`config.mk`:
```
export PLATFORM = sky130hd
export DESIGN_NAME = cla_pg_pipe_stage
export DESIGN_NICKNAME = d
export VERILOG_FILES = /design/src/rtl/adder_pkg.sv /design/src/rtl/pg_group_4bit.sv /design/src/rtl/cla_pg_pipe_stage.sv
export SDC_FILE = /design/constraint.sdc
export NUM_CORES = 1
export LEC_CHECK = 0
export CORE_ASPECT_RATIO = 1.75
export CORE_UTILIZATION = 51
export DETAILED_ROUTE_END_ITERATION = 8
export PLACE_DENSITY = 0.8
export SYNTH_ARGS = -nofsm -noshare
export SYNTH_HDL_FRONTEND = slang
export SYNTH_HIERARCHICAL = 1
export SYNTH_SLANG_ARGS = --single-unit
```
`constraint.sdc`:
```
create_clock -name clk_i -period 2.15 [get_ports clk_i]
set_input_delay 0.215 -clock clk_i [delete_from_list [all_inputs] [get_ports clk_i]]
set_output_delay 0.215 -clock clk_i [all_outputs]
set_load 0.02 [all_outputs]
```
`src/rtl/adder_pkg.sv`:
```
// Shared definitions for the pipelined hierarchical CLA adder.
// Holds the group width and the skid-buffer state encoding.
package adder_pkg;

    localparam int GROUP_W = 4;

    typedef enum logic [1:0] {
        EMPTY = 2'd0,
        ONE   = 2'd1,
        TWO   = 2'd2
    } skid_state_e;

endpackage

```
`src/rtl/pg_group_4bit.sv`:
```
// Bit-level and 4-bit group propagate/generate for one nibble of the operands.
// Purely combinational; carries are resolved downstream.
module pg_group_4bit
    import adder_pkg::*;
(
    input  logic [GROUP_W-1:0] a,
    input  logic [GROUP_W-1:0] b,
    output logic [GROUP_W-1:0] p,
    output logic [GROUP_W-1:0] g,
    output logic               gp,
    output logic               gg
);

    assign p  = a ^ b;
    assign g  = a & b;
    assign gp = &p;
    // Group generates a carry-out regardless of its carry-in.
    assign gg = g[3]
              | (p[3] & g[2])
              | (p[3] & p[2] & g[1])
              | (p[3] & p[2] & p[1] & g[0]);

endmodule

```
`src/rtl/cla_pg_pipe_stage.sv`:
```
// Registered P/G input stage of the pipelined CLA adder.
// A 2-entry skid buffer (main M, skid S) keeps in_ready_o a pure flop output.
module cla_pg_pipe_stage
    import adder_pkg::*;
#(
    parameter int WIDTH = 32
) (
    input  logic                      clk_i,
    input  logic                      rst_i,
    input  logic                      in_valid_i,
    output logic                      in_ready_o,
    input  logic [WIDTH-1:0]          a_i,
    input  logic [WIDTH-1:0]          b_i,
    input  logic                      cin_i,
    output logic                      out_valid_o,
    input  logic                      out_ready_i,
    output logic [WIDTH-1:0]          propagate_o,
    output logic [WIDTH-1:0]          generate_o,
    output logic [WIDTH/GROUP_W-1:0]  group_propagate_o,
    output logic [WIDTH/GROUP_W-1:0]  group_generate_o,
    output logic                      cin_o
);

    localparam int N_GROUPS = WIDTH / GROUP_W;

    if (WIDTH % GROUP_W != 0) begin : g_width_check
        $error("cla_pg_pipe_stage: WIDTH must be a multiple of 4");
    end

    typedef struct packed {
        logic [WIDTH-1:0]    p;
        logic [WIDTH-1:0]    g;
        logic [N_GROUPS-1:0] gp;
        logic [N_GROUPS-1:0] gg;
        logic                cin;
    } pg_word_t;

    logic [WIDTH-1:0]    p_comb;
    logic [WIDTH-1:0]    g_comb;
    logic [N_GROUPS-1:0] gp_comb;
    logic [N_GROUPS-1:0] gg_comb;
    pg_word_t            in_word;

    for (genvar k = 0; k < N_GROUPS; k++) begin : g_group
        pg_group_4bit u_group (
            .a  (a_i[k*GROUP_W +: GROUP_W]),
            .b  (b_i[k*GROUP_W +: GROUP_W]),
            .p  (p_comb[k*GROUP_W +: GROUP_W]),
            .g  (g_comb[k*GROUP_W +: GROUP_W]),
            .gp (gp_comb[k]),
            .gg (gg_comb[k])
        );
    end

    assign in_word = '{p: p_comb, g: g_comb, gp: gp_comb, gg: gg_comb, cin: cin_i};

    skid_state_e state_q;
    skid_state_e state_d;
    logic        in_ready_q;
    logic        out_valid;
    logic        accept;
    logic        deliver;
    logic        load_m_in;
    logic        load_m_s;
    logic        load_s;
    pg_word_t    m_q;
    pg_word_t    s_q;

    assign accept  = in_valid_i & in_ready_q;
    assign deliver = out_valid & out_ready_i;

    // State register; ready is precomputed from the next state so it leaves a flop.
    // NOTE: sequential state uses <= so every flop samples pre-edge values.
    always_ff @(posedge clk_i) begin
        if (rst_i) begin
            state_q    <= EMPTY;
            in_ready_q <= 1'b1;
        end else begin
            state_q    <= state_d;
            in_ready_q <= (state_d != TWO);
        end
    end

    // NOTE: every always_comb output gets a default first, so no latch is inferred.
    always_comb begin
        state_d   = state_q;
        load_m_in = 1'b0;
        load_m_s  = 1'b0;
        load_s    = 1'b0;
        unique case (state_q)
            EMPTY: begin
                if (accept) begin
                    state_d   = ONE;
                    load_m_in = 1'b1;
                end
            end
            ONE: begin
                if (accept && !deliver) begin
                    state_d = TWO;
                    load_s  = 1'b1;
                end else if (accept && deliver) begin
                    load_m_in = 1'b1;
                end else if (deliver) begin
                    state_d = EMPTY;
                end
            end
            TWO: begin
                if (deliver) begin
                    state_d  = ONE;
                    load_m_s = 1'b1;
                end
            end
            default: state_d = EMPTY;
        endcase
    end

    always_comb begin
        out_valid   = (state_q != EMPTY);
        out_valid_o = out_valid;
        in_ready_o  = in_ready_q;
    end

    // NOTE: the two data registers are cleared on reset so the outputs read 0, not stale words.
    always_ff @(posedge clk_i) begin
        if (rst_i) begin
            m_q <= '0;
            s_q <= '0;
        end else begin
            if (load_m_in) begin
                m_q <= in_word;
            end else if (load_m_s) begin
                m_q <= s_q;
            end
            if (load_s) begin
                s_q <= in_word;
            end
        end
    end

    assign propagate_o       = m_q.p;
    assign generate_o        = m_q.g;
    assign group_propagate_o = m_q.gp;
    assign group_generate_o  = m_q.gg;
    assign cin_o             = m_q.cin;

endmodule

```
**Word-level counts from Yosys, hierarchy flattened**

Index checks and enable logic that the tools add are counted.

- Flip-flop bits (word level): 165
- Word-level logic and storage cells: 127
- Output and inout bits: 83

- Equality and inequality tests: 3
- Mux-type cells: 16
- Bitwise gates (word level): 82
- Reduce and logical (&&, ||, !) cells: 14

Operator list:

| operator | count |
|---|---|
| two-way mux 81 bit | 2 |
| AND 1 bit | 42 |
| AND 4 bit | 8 |
| AND reduction 4 bit | 8 |
| bitwise XOR 4 bit | 8 |
| bitwise OR 1 bit | 24 |
| two-way mux 2 bit | 5 |
| two-way mux 1 bit | 7 |
| one-hot mux 2 bit (3 select lines) | 1 |
| nonzero test 2 bit | 2 |
| == test 2 x 1 -> 1 bit, second input constant | 1 |
| == test 2 bit, second input constant | 1 |
| logical AND 1 bit | 2 |
| logical NOT 2 bit | 1 |
| != test 2 bit, second input constant | 1 |
| one-hot mux 1 bit (2 select lines) | 1 |
| logical NOT 1 bit | 1 |

**Longest topological paths before layout**

Gate-level depths: netlist of run 1.

- Depth in word-level cells: 7
- Depth in mapped cells: 8

**By module**

The synthesis of run 1 kept the hierarchy.

By module, submodules not included:

| module | sequential area each (um^2) | cells each | times used | area an instance (um^2) |
|---|---|---|---|---|
| cla_pg_pipe_stage | 3303.2 | 820 | 1 | 6536.3 |
| pg_group_4bit | 0.0 | 9 | 8 | 77.6 |

**Worst setup path after synthesis of run 1**

Ideal clock, no wire load.

- Path type: reg2reg
- From: reg in_ready_q (netlist: in_ready_o)
- To: reg m_q (netlist bit propagate_o[0])
- Clock period less this slack: 1.600 ns
- Setup slack: 0.550 ns
- Library setup time: 0.095 ns
- Cell stages (with the launch flop): 6
- Arrival: 1.505 ns
- Path through: dfxtp_1 > nand2_1 > nor3_2 > clkbuf_1 > nand2_1 > a221oi_1

- Word-level cells in the longest chain between the ends: 6
- Elaborated cells between the ends (all ways): 9

RTL lines:

| element | line | source |
|---|---|---|
| start: declaration | cla_pg_pipe_stage.sv:59 | `logic in_ready_q;` |
| start signal: assignment | cla_pg_pipe_stage.sv:80 | `in_ready_q <= (state_d != TWO);` |
| AND 1 bit (*) | cla_pg_pipe_stage.sv:69 | `assign accept = in_valid_i & in_ready_q;` |
| logical AND 1 bit | cla_pg_pipe_stage.sv:101 | `end else if (accept && deliver) begin` |
| two-way mux 1 bit | cla_pg_pipe_stage.sv:101 |  |
| two-way mux 1 bit | cla_pg_pipe_stage.sv:98 | `if (accept && !deliver) begin` |
| one-hot mux 1 bit (2 select lines) (*) | cla_pg_pipe_stage.sv:90 | `unique case (state_q)` |
| two-way mux 81 bit / nonzero test 2 bit (equally long branches) | -- |  |
| end signal: assignment | cla_pg_pipe_stage.sv:130 | `m_q <= in_word;` |
| end signal: assignment | cla_pg_pipe_stage.sv:132 | `m_q <= s_q;` |
| end: declaration | cla_pg_pipe_stage.sv:66 | `pg_word_t m_q;` |

Every way passes the cells marked *; elsewhere a longest branch is shown, timed or not.
A chain may end at the register's enable or synchronous reset.

**Worst setup path after layout of run 1**

- From: reg state_q[1]
- To: out out_valid_o

- Word-level cells in the longest chain between the ends: 1

RTL lines:

| element | line | source |
|---|---|---|
| start: declaration | cla_pg_pipe_stage.sv:57 | `skid_state_e state_q;` |
| start signal: assignment | cla_pg_pipe_stage.sv:79 | `state_q <= state_d;` |
| nonzero test 2 bit | cla_pg_pipe_stage.sv:118 | `out_valid = (state_q != EMPTY);` |
| end: declaration | cla_pg_pipe_stage.sv:15 | `output logic out_valid_o,` |

Every way passes these cells.

==> results.sh, run 1 <==
export IMPL_met1Wirelength_um=7640
export IMPL_worst_setup_path_type="register to output pin"
export IMPL_critPathBufInv=2
export IMPL_synth_sequential_area_ratio_pct=46.2
export IMPL_vias=6885
export IMPL_core_rowCount=56
export IMPL_vias_in_the_first_global_route=6584
export IMPL_post_synth_edffs=0
export IMPL_synth_async_sr_flop_share_pct=0
export IMPL_clk_pin_slew_ns=0.07
export IMPL_setup_tns_after_final_layout_ns=0
export IMPL_die_y_um=159
export IMPL_area_growth_from_synthesis_to_layout_pct=35.0
export IMPL_postSynthRegisterBits=165
export IMPL_dpl_hpwl_um=13200
export IMPL_report_final_setup_viol=0
export IMPL_clock_sinks=165
export IMPL_holdCritPathClass="input port to register"
export IMPL_max_clock_freq_mhz=521
export IMPL_post_cts_setup_buffers=0
export IMPL_tritoncts="done"
export IMPL_worstSetupEndpointType="output pin"
export IMPL_ys_top_cells_by_area="sky130_fd_sc_hd__dfxtp_1 46%, sky130_fd_sc_hd__nand2_1 13%, sky130_fd_sc_hd__a21oi_1 12%"
export IMPL_p_per_area_nw_per_um2=856
export IMPL_crit_path_max_incr_delay_ns=0.54
export IMPL_drt_pass1_iterations=7
export IMPL_grtUsageTotal_pct=27.7
export IMPL_die_w_um=91.6
export IMPL_critical_path_startpoint_type="register"
export IMPL_antenna_found_initial=0
export IMPL_final_clock_period_utilization_by_the_worst_path_pct=89.2
export IMPL_port_buf_inserts=151
export IMPL_viasPerCell=5.69
export IMPL_synth_area_um2=7160
export IMPL_timing_slew_headroom_pct=62.7
export IMPL_timing_final_ws_setup_ns=0.232
export IMPL_met2_wirelength_um=10600
export IMPL_mostFrequentLayoutCells="251 x sky130_fd_sc_hd__nand2_1, 178 x sky130_fd_sc_hd__a21oi_1, 165 x sky130_fd_sc_hd__dfxtp_1"
export IMPL_synth_top_area_share_pct=46.2
export IMPL_post_synth_num_cell_types=26
export IMPL_ratio_of_cells_with_drive_above_1_in_the_final_layout_pct=7.15
export IMPL_avgSynthCellArea_um2=8.02
export IMPL_nets=1123
export IMPL_tritoncts_num_buffers=17
export IMPL_critical_path_peak_fanout=8
export IMPL_pin_slew_with_the_least_headroom_to_its_limit_ns=0.560
export IMPL_synth_main_ff_cell="sky130_fd_sc_hd__dfxtp_1"
export IMPL_pre_cts_slack_ns=0.00285
export IMPL_peakVddDrop_mv=0.579
export IMPL_critical_path_cell_chain="buf_4 -> or2_2 -> clkdlybuf4s50_1"
export IMPL_critical_path_slowest_cell="sky130_fd_sc_hd__clkdlybuf4s50_1"
export IMPL_die_area_um2=14500
export IMPL_leading_cell_type_in_the_layout_fill_and_taps_excluded="sky130_fd_sc_hd__nand2_1"
export IMPL_synth_net_count=993
export IMPL_final_period_minus_worst_setup_slack_ns=1.92
export IMPL_cap_viol_max_count=0
export IMPL_worst_clock_skew_ns=0.0143
export IMPL_arrival_time_of_the_worst_setup_path_ns=1.70
export IMPL_floorplan_io_pins=152
export IMPL_timing_critical_path_required_ns=1.93
export IMPL_maxUsedRoutingLayer="met4"
export IMPL_htree_levels=4
export IMPL_cts_root_buf="sky130_fd_sc_hd__clkbuf_16"
export IMPL_floorplan_initialDensity_pct=52.9
export IMPL_power_leakage_nw=3.54
export IMPL_antenna_cells=0
export IMPL_cts_hold_repair_buffers=0
export IMPL_ant_nets=0
export IMPL_clk_path_buf_depth=2
export IMPL_drt_iter0_drc=360
export IMPL_final_wl_um=20000
export IMPL_finalMaxSlewViolations=0
export IMPL_dr_wl_met3_um=994
export IMPL_hold_viol_final=0
export IMPL_outcome="finished clean"
export IMPL_grt_first_pass_wirelength_um=32300
export IMPL_netlist_top_cell_by_area="sky130_fd_sc_hd__dfxtp_1"
export IMPL_grt_setup_unrepaired="no"
export IMPL_route_detailed_drc=0
export IMPL_layout_filler_cells=1051
export IMPL_worst_skew_pair_late_latency_ns=0.42
export IMPL_finalWeightedCongestion=0.811
export IMPL_wire_per_inst_um=16.5
export IMPL_ys_warnings_count=6
export IMPL_postCtsResizedCells=0
export IMPL_grt_max_degree=82
export IMPL_placeableCoreArea_um2=13500
export IMPL_cp_top_family="buffers and inverters"
export IMPL_global_route_overflow_total=0
export IMPL_syn_instance_count=892
-- where the power goes --
| group | internal (W) | switching [W] |
|---|---|---|
| registers | 0.00324 | 0.000111 |
| logic | 0.000714 | 0.000877 |
| clock network | 0.00209 | 0.00124 |
| total | 0.00605 | 0.00222 |
-- registers in the layout, indices dropped and copies added (netlist names) --
name and count:
cin_o 1, generate_o 32, propagate_o 32, s_q 81, in_ready_o 1, state_q 2
group_generate_o 8, group_propagate_o 8
-- cells in the mapped netlist (all sizes together), types with 2 or more instances --
| cell type | count |
|---|---|
| buf | 27 |
| dfxtp | 165 |
| nand2 | 253 |
| ha | 32 |
| a21oi | 179 |
| clkbuf | 42 |
| nor3 | 4 |
| inv | 81 |
| and4 | 8 |
| and3b | 2 |
| o21ai | 8 |
| a221oi | 80 |
| nand2b | 2 |
-- cell type report --
type | instances | area (um2) | area share [%]
clock inverter | 12 | 201 | 2.08
tap | 174 | 218 | 2.25
clock buffer | 20 | 447 | 4.62
timing repair buffer | 180 | 1930 | 19.9
inverter | 81 | 304 | 3.15
multi-input combinational | 577 | 3260 | 33.8
sequential | 165 | 3300 | 34.2
-- metal layers --
| metal | vias to the layer above | GRT usage [%] |
|---|---|---|
| met5 | - | 0 |
| met4 | 0 | 13.7 |
| met3 | 49 | 4.50 |
| met2 | 276 | 49.1 |
| met1 | 3242 | 31.7 |
| li1 | 3318 | - |
-- per-stage QoR --
stage	power, W	hold slack, ns	area [um2]	std cells	utilization [%]
after floorplan	0.00426	0.333	7160	892	-
after global placement	0.00496	0.442	9010	1177	66.7
after detailed placement	0.00499	0.447	9010	1177	66.7
after CTS	0.00830	0.281	9660	1209	71.4
after global routing	0.00858	0.303	9660	1209	71.4
final	0.00827	0.291	9660	1209	71.4
-- logic make-up (layout without fill, tap and decap cells) --
kind of cell	after synthesis	after routing	share of synthesized area (%)
buffers and inverters	150	293	8.51
AO/OA/AOI/OAI	270	270	24.1
flip-flops	165	165	46.2
adder cells (fa/ha/maj)	32	32	5.59
AND/OR/NAND/NOR	274	274	15.5
multiplexers	1	1	0.140
-- path summary, 6_finish.rpt --
kind	start	to	slack [ns]	cells past startpoint
max	state_q[1]	out_valid_o	0.23	3
min	rst_i	s_q[23]	0.29	2
max reg2reg	state_q[1]	generate_o[1]	0.33	7
min reg2reg	s_q[12]	s_q[12]	0.45	2
-- worst reg2reg max path, delay by kind of cell (launching register included) --
kind,cells,cell delay [ns]
compound gates,3,0.60
buf+inv,3,0.57
simple gates,1,0.22
flops,1,0.30
(Power assumes the default switching activity.)
==> inputs of run 2 (changes only) <==
--- a/config.mk
+++ b/config.mk
@@ -8,7 +8,7 @@
 export CORE_ASPECT_RATIO = 1.75
 export CORE_UTILIZATION = 51
 export DETAILED_ROUTE_END_ITERATION = 8
-export PLACE_DENSITY = 0.8
+export PLACE_DENSITY = 0.88
 export SYNTH_ARGS = -nofsm -noshare
 export SYNTH_HDL_FRONTEND = slang
 export SYNTH_HIERARCHICAL = 1
==> results.sh, run 2 (same netlist as run 1, synthesis figures left out) <==
export IMPL_cts_root_buf="sky130_fd_sc_hd__clkbuf_16"
export IMPL_largest_register_ff_count=81
export IMPL_outcome="finished clean"
export IMPL_grtUsageTotal_pct=26.8
export IMPL_holdCritStartpoint="rst_i"
export IMPL_setup_tns_after_final_layout_ns=0
export IMPL_rr_startpoint="state_q[1]"
export IMPL_htree_levels=4
export IMPL_final_wl_um=19000
export IMPL_global_route_overflow_total=0
export IMPL_final_period_minus_worst_setup_slack_ns=1.85
export IMPL_clk_pin_slew_ns=0.06
export IMPL_reg2regPathDepth=6
export IMPL_viasPerCell=5.67
export IMPL_mostFrequentLayoutCells="251 x sky130_fd_sc_hd__nand2_1, 178 x sky130_fd_sc_hd__a21oi_1, 165 x sky130_fd_sc_hd__dfxtp_1"
export IMPL_worst_skew_pair_late_latency_ns=0.42
export IMPL_arrival_time_of_the_worst_setup_path_ns=1.64
export IMPL_dr_wl_met3_um=979
export IMPL_peakVddDrop_mv=0.527
export IMPL_final_clock_period_utilization_by_the_worst_path_pct=86.1
export IMPL_drt_pass1_iterations=5
export IMPL_ant_nets=0
export IMPL_vias=6793
export IMPL_route_detailed_drc=0
export IMPL_clk_path_buf_depth=2
export IMPL_dpl_hpwl_um=12700
export IMPL_pin_slew_with_the_least_headroom_to_its_limit_ns=0.531
export IMPL_drt_iter0_drc=447
export IMPL_post_layout_total_power_w=0.00774
export IMPL_antenna_found_initial=0
export IMPL_worst_setup_path_type="register to output pin"
export IMPL_antenna_cells=0
export IMPL_regToRegSetupSlack_ns=0.35
export IMPL_worstSetupEndpointType="output pin"
export IMPL_wire_per_inst_um=15.9
export IMPL_vias_in_the_first_global_route=6616
export IMPL_power_leakage_nw=3.45
export IMPL_postCtsResizedCells=0
export IMPL_clock_sinks=165
export IMPL_cap_viol_max_count=0
export IMPL_cts_hold_repair_buffers=0
export IMPL_timing_critical_path_required_ns=1.93
export IMPL_cp_startpoint="state_q[1]"
export IMPL_met1Wirelength_um=7230
export IMPL_layout_cells_non_filler=1198
export IMPL_area_growth_from_synthesis_to_layout_pct=31.9
export IMPL_timing_slew_headroom_pct=64.6
export IMPL_met2_wirelength_um=9750
export IMPL_critical_path_peak_fanout=7
export IMPL_core_rowCount=56
export IMPL_floorplan_initialDensity_pct=52.9
export IMPL_worst_setup_path_endpoint="out_valid_o"
export IMPL_leading_cell_type_in_the_layout_fill_and_taps_excluded="sky130_fd_sc_hd__nand2_1"
export IMPL_finalWeightedCongestion=0.822
export IMPL_placedCellCount=1166
export IMPL_finalMaxSlewViolations=0
export IMPL_p_per_area_nw_per_um2=820
export IMPL_grt_first_pass_wirelength_um=31200
export IMPL_layout_filler_cells=1056
export IMPL_max_clock_freq_mhz=540
export IMPL_die_y_um=159
export IMPL_tritoncts="done"
export IMPL_regMostFlops="s_q"
export IMPL_worst_clock_skew_ns=0.0123
export IMPL_die_w_um=91.6
export IMPL_report_final_setup_viol=0
export IMPL_post_cts_setup_buffers=0
export IMPL_floorplan_io_pins=152
export IMPL_worstReg2RegEnd="propagate_o[8]"
export IMPL_ratio_of_cells_with_drive_above_1_in_the_final_layout_pct=6.25
export IMPL_holdCritPathClass="input port to register"
export IMPL_grt_setup_unrepaired="no"
export IMPL_die_area_um2=14500
export IMPL_hold_viol_final=0
export IMPL_maxUsedRoutingLayer="met4"
export IMPL_grt_max_degree=82
export IMPL_tritoncts_num_buffers=17
export IMPL_port_buf_inserts=151
export IMPL_placeableCoreArea_um2=13500
export IMPL_nets=1112
export IMPL_critical_path_startpoint_type="register"
run 2: cell types whose count changed in the layout (fill, tap and decap cells not counted), sizes merged:
| cell | change |
|---|---|
| buf | -11 |
| bufinv | -4 |
| clkbuf | -2 |
| clkinv | +8 |
| clkinvlp | -4 |
| inv | +2 |
run 2: final cells by class:
cell class / count / area, um2 / share of cell area [%]
flip-flops and latches: 165 / 3300 / 35.0
multi-input cells: 577 / 3260 / 34.6
repair buffers: 169 / 1790 / 19.0
clock buffers: 18 / 429 / 4.55
inverters: 81 / 304 / 3.22
well taps: 174 / 218 / 2.31
clock inverters: 14 / 128 / 1.35
run 2: worst max-delay path: stages (launching register included):
cell	delay, ns
sky130_fd_sc_hd__dfxtp_1	0.38
sky130_fd_sc_hd__or2_2	0.31
sky130_fd_sc_hd__clkdlybuf4s50_1	0.54
run 2: metal layers:
metal	vias up	global-route usage, %
met4	0	17.7
met1	3165	29.0
met2	274	47.0
met3	54	4.74
met5	-	0
li1	3300	-
run 2: where the power goes:
part / switching [W] / internal, W / total (W)
Sequential: 0.000109 / 0.00324 / 0.00335
Clock: 0.00125 / 0.00160 / 0.00285
Combinational: 0.000855 / 0.000689 / 0.00154
Total: 0.00221 / 0.00553 / 0.00774
run 2: how the worst min path moves through the flow:
| stage | end | slack [ns] | depth (start not counted) |
|---|---|---|---|
| after floorplan | in_ready_o | 0.33 | 1 |
| after global placement | s_q[37] | 0.44 | 2 |
| after detailed placement | s_q[42] | 0.45 | 2 |
| after CTS | s_q[64] | 0.26 | 2 |
| after global routing | s_q[43] | 0.28 | 2 |
| final | s_q[64] | 0.28 | 2 |
run 2: through the flow:
step / setup WS (ns) / hold WS, ns / util (%) / cell area [um2]
final: 0.298 / 0.277 / 69.8 / 9440
after global routing: 0.200 / 0.279 / 69.8 / 9440
after CTS: 0.280 / 0.258 / 69.8 / 9440
after detailed placement: 0.0997 / 0.447 / 65.7 / 8880
after global placement: 0.137 / 0.441 / 65.7 / 8880
after floorplan: 0.550 / 0.333 / - / 7160
==> inputs of run 3 (changes only) <==
--- a/config.mk
+++ b/config.mk
@@ -6,9 +6,9 @@
 export NUM_CORES = 1
 export LEC_CHECK = 0
 export CORE_ASPECT_RATIO = 1.75
-export CORE_UTILIZATION = 51
+export CORE_UTILIZATION = 25
 export DETAILED_ROUTE_END_ITERATION = 8
-export PLACE_DENSITY = 0.88
+export PLACE_DENSITY = 0.53
 export SYNTH_ARGS = -nofsm -noshare
 export SYNTH_HDL_FRONTEND = slang
 export SYNTH_HIERARCHICAL = 1
==> results.sh, run 3 (same netlist as run 1, synthesis figures left out) <==
export IMPL_outcome="finished clean"
export IMPL_power_share_combinational_pct=20.5
export IMPL_pwr_share_clk_pct=37.0
export IMPL_tritoncts="done"
export IMPL_antenna_cells=0
export IMPL_pin_slew_with_the_least_headroom_to_its_limit_ns=0.583
export IMPL_area_growth_from_synthesis_to_layout_pct=37.1
export IMPL_worst_skew_pair_late_latency_ns=0.45
export IMPL_route_detailed_drc=0
export IMPL_cap_viol_max_count=0
export IMPL_floorplan_initialDensity_pct=25.5
export IMPL_peakVddDrop_mv=0.585
export IMPL_post_layout_total_power_w=0.00786
export IMPL_viasPerCell=4.70
export IMPL_critical_path_startpoint_type="register"
export IMPL_die_w_um=130
export IMPL_hold_viol_final=0
export IMPL_grt_first_pass_wirelength_um=34400
export IMPL_clk_path_buf_depth=2
export IMPL_p_seq_share_pct=42.5
export IMPL_cts_hold_repair_buffers=0
export IMPL_setup_tns_after_final_layout_ns=0
export IMPL_finalWeightedCongestion=0.762
export IMPL_max_clock_freq_mhz=542
export IMPL_drt_pass1_iterations=5
export IMPL_ratio_of_cells_with_drive_above_1_in_the_final_layout_pct=7.07
export IMPL_postCtsResizedCells=0
export IMPL_power_leakage_nw=3.50
export IMPL_leading_cell_type_in_the_layout_fill_and_taps_excluded="sky130_fd_sc_hd__nand2_1"
export IMPL_p_per_area_nw_per_um2=801
export IMPL_port_buf_inserts=151
export IMPL_antenna_found_initial=0
export IMPL_grtUsageTotal_pct=15.5
export IMPL_drt_iter0_drc=310
export IMPL_htree_levels=4
export IMPL_grt_setup_unrepaired="no"
export IMPL_die_y_um=226
export IMPL_cts_root_buf="sky130_fd_sc_hd__clkbuf_16"
export IMPL_layout_cells_non_filler=1405
export IMPL_timing_slew_headroom_pct=61.1
export IMPL_core_rowCount=81
export IMPL_report_final_setup_viol=0
export IMPL_worstSetupEndpointType="output pin"
export IMPL_arrival_time_of_the_worst_setup_path_ns=1.63
export IMPL_mostFrequentLayoutCells="251 x sky130_fd_sc_hd__nand2_1, 178 x sky130_fd_sc_hd__a21oi_1, 165 x sky130_fd_sc_hd__dfxtp_1"
export IMPL_holdCritPathClass="input port to register"
export IMPL_worst_setup_path_type="register to output pin"
export IMPL_global_route_overflow_total=0
export IMPL_internal_power_w=0.00545
export IMPL_largest_register_ff_count=81
export IMPL_post_cts_setup_buffers=0
export IMPL_die_area_um2=29300
export IMPL_finalMaxSlewViolations=0
export IMPL_clock_sinks=165
export IMPL_placedCellCount=1373
export IMPL_dpl_hpwl_um=15100
export IMPL_tritoncts_num_buffers=17
export IMPL_power_switching_fraction_pct=30.6
export IMPL_grt_max_degree=61
export IMPL_critical_path_peak_fanout=7
export IMPL_ant_nets=0
export IMPL_worst_clock_skew_ns=0.00753
export IMPL_power_switching_w=0.00241
export IMPL_final_clock_period_utilization_by_the_worst_path_pct=85.8
export IMPL_final_period_minus_worst_setup_slack_ns=1.84
export IMPL_vias_in_the_first_global_route=6218
export IMPL_regMostFlops="s_q"
export IMPL_placeableCoreArea_um2=28100
export IMPL_final_wl_um=21900
export IMPL_wire_per_inst_um=15.6
export IMPL_vias=6609
export IMPL_floorplan_io_pins=152
export IMPL_nets=1120
export IMPL_clk_pin_slew_ns=0.07
export IMPL_timing_critical_path_required_ns=1.93
## run 3: cell count changes in the layout (fill, tap and decap cells not counted), moves of 2 or more
cell,before,now
sky130_fd_sc_hd__clkinvlp_4,1,4
sky130_fd_sc_hd__inv_6,3,5
sky130_fd_sc_hd__buf_4,7,10
sky130_fd_sc_hd__clkinv_2,4,1
sky130_fd_sc_hd__nand2_2,2,0
sky130_fd_sc_hd__buf_12,12,17
sky130_fd_sc_hd__nand2_4,0,2
## run 3: cell type report
class	count	area (um2)
Multi-Input combinational cell	577	3270
Fill cell	2956	18300
Inverter	81	304
Timing Repair Buffer	177	1920
Sequential cell	165	3300
Clock buffer	17	425
Clock inverter	15	125
Tap cell	373	467
## run 3: power groups by stage
stage               clock [W]  sequential, W  combinational (W)
global route          0.00312        0.00336            0.00176
CTS                   0.00301        0.00335            0.00164
floorplan                   0        0.00356           0.000697
global placement            0        0.00341            0.00162
detailed placement          0        0.00341            0.00163
finish                0.00291        0.00334            0.00161
## run 3: worst max-delay path, stage by stage, from the launching register on
cell and delay (ns):
sky130_fd_sc_hd__dfxtp_1 0.36, sky130_fd_sc_hd__or2_2 0.29, sky130_fd_sc_hd__clkdlybuf4s50_1 0.54
## run 3: stage by stage
stage               worst slack [ns]  utilization [%]  cell area [um2]  hold WS (ns)
finish                         0.306             35.0             9810         0.262
floorplan                      0.550                -             7160         0.333
detailed placement             0.109             33.0             9260         0.447
global placement               0.149             33.0             9260         0.442
global route                   0.253             35.0             9810         0.267
CTS                            0.272             35.0             9810         0.232
## run 3: metal layers
| layer | track usage, % | wire (um) |
|---|---|---|
| met4 | 8.40 | 779 |
| met1 | 17.4 | 8890 |
| met2 | 27.1 | 11300 |
| met5 | 0 | 0 |
| met3 | 3.20 | 957 |
## run 3: path summary, 6_finish.rpt
path / slack, ns / endpoint / cells past startpoint / from
hold / removal: 0.26 / state_q[0] / 2 / rst_i
setup / recovery: 0.31 / out_valid_o / 2 / state_q[0]
setup reg to reg: 0.40 / generate_o[11] / 7 / state_q[1]
hold reg to reg: 0.45 / s_q[39] / 2 / s_q[39]
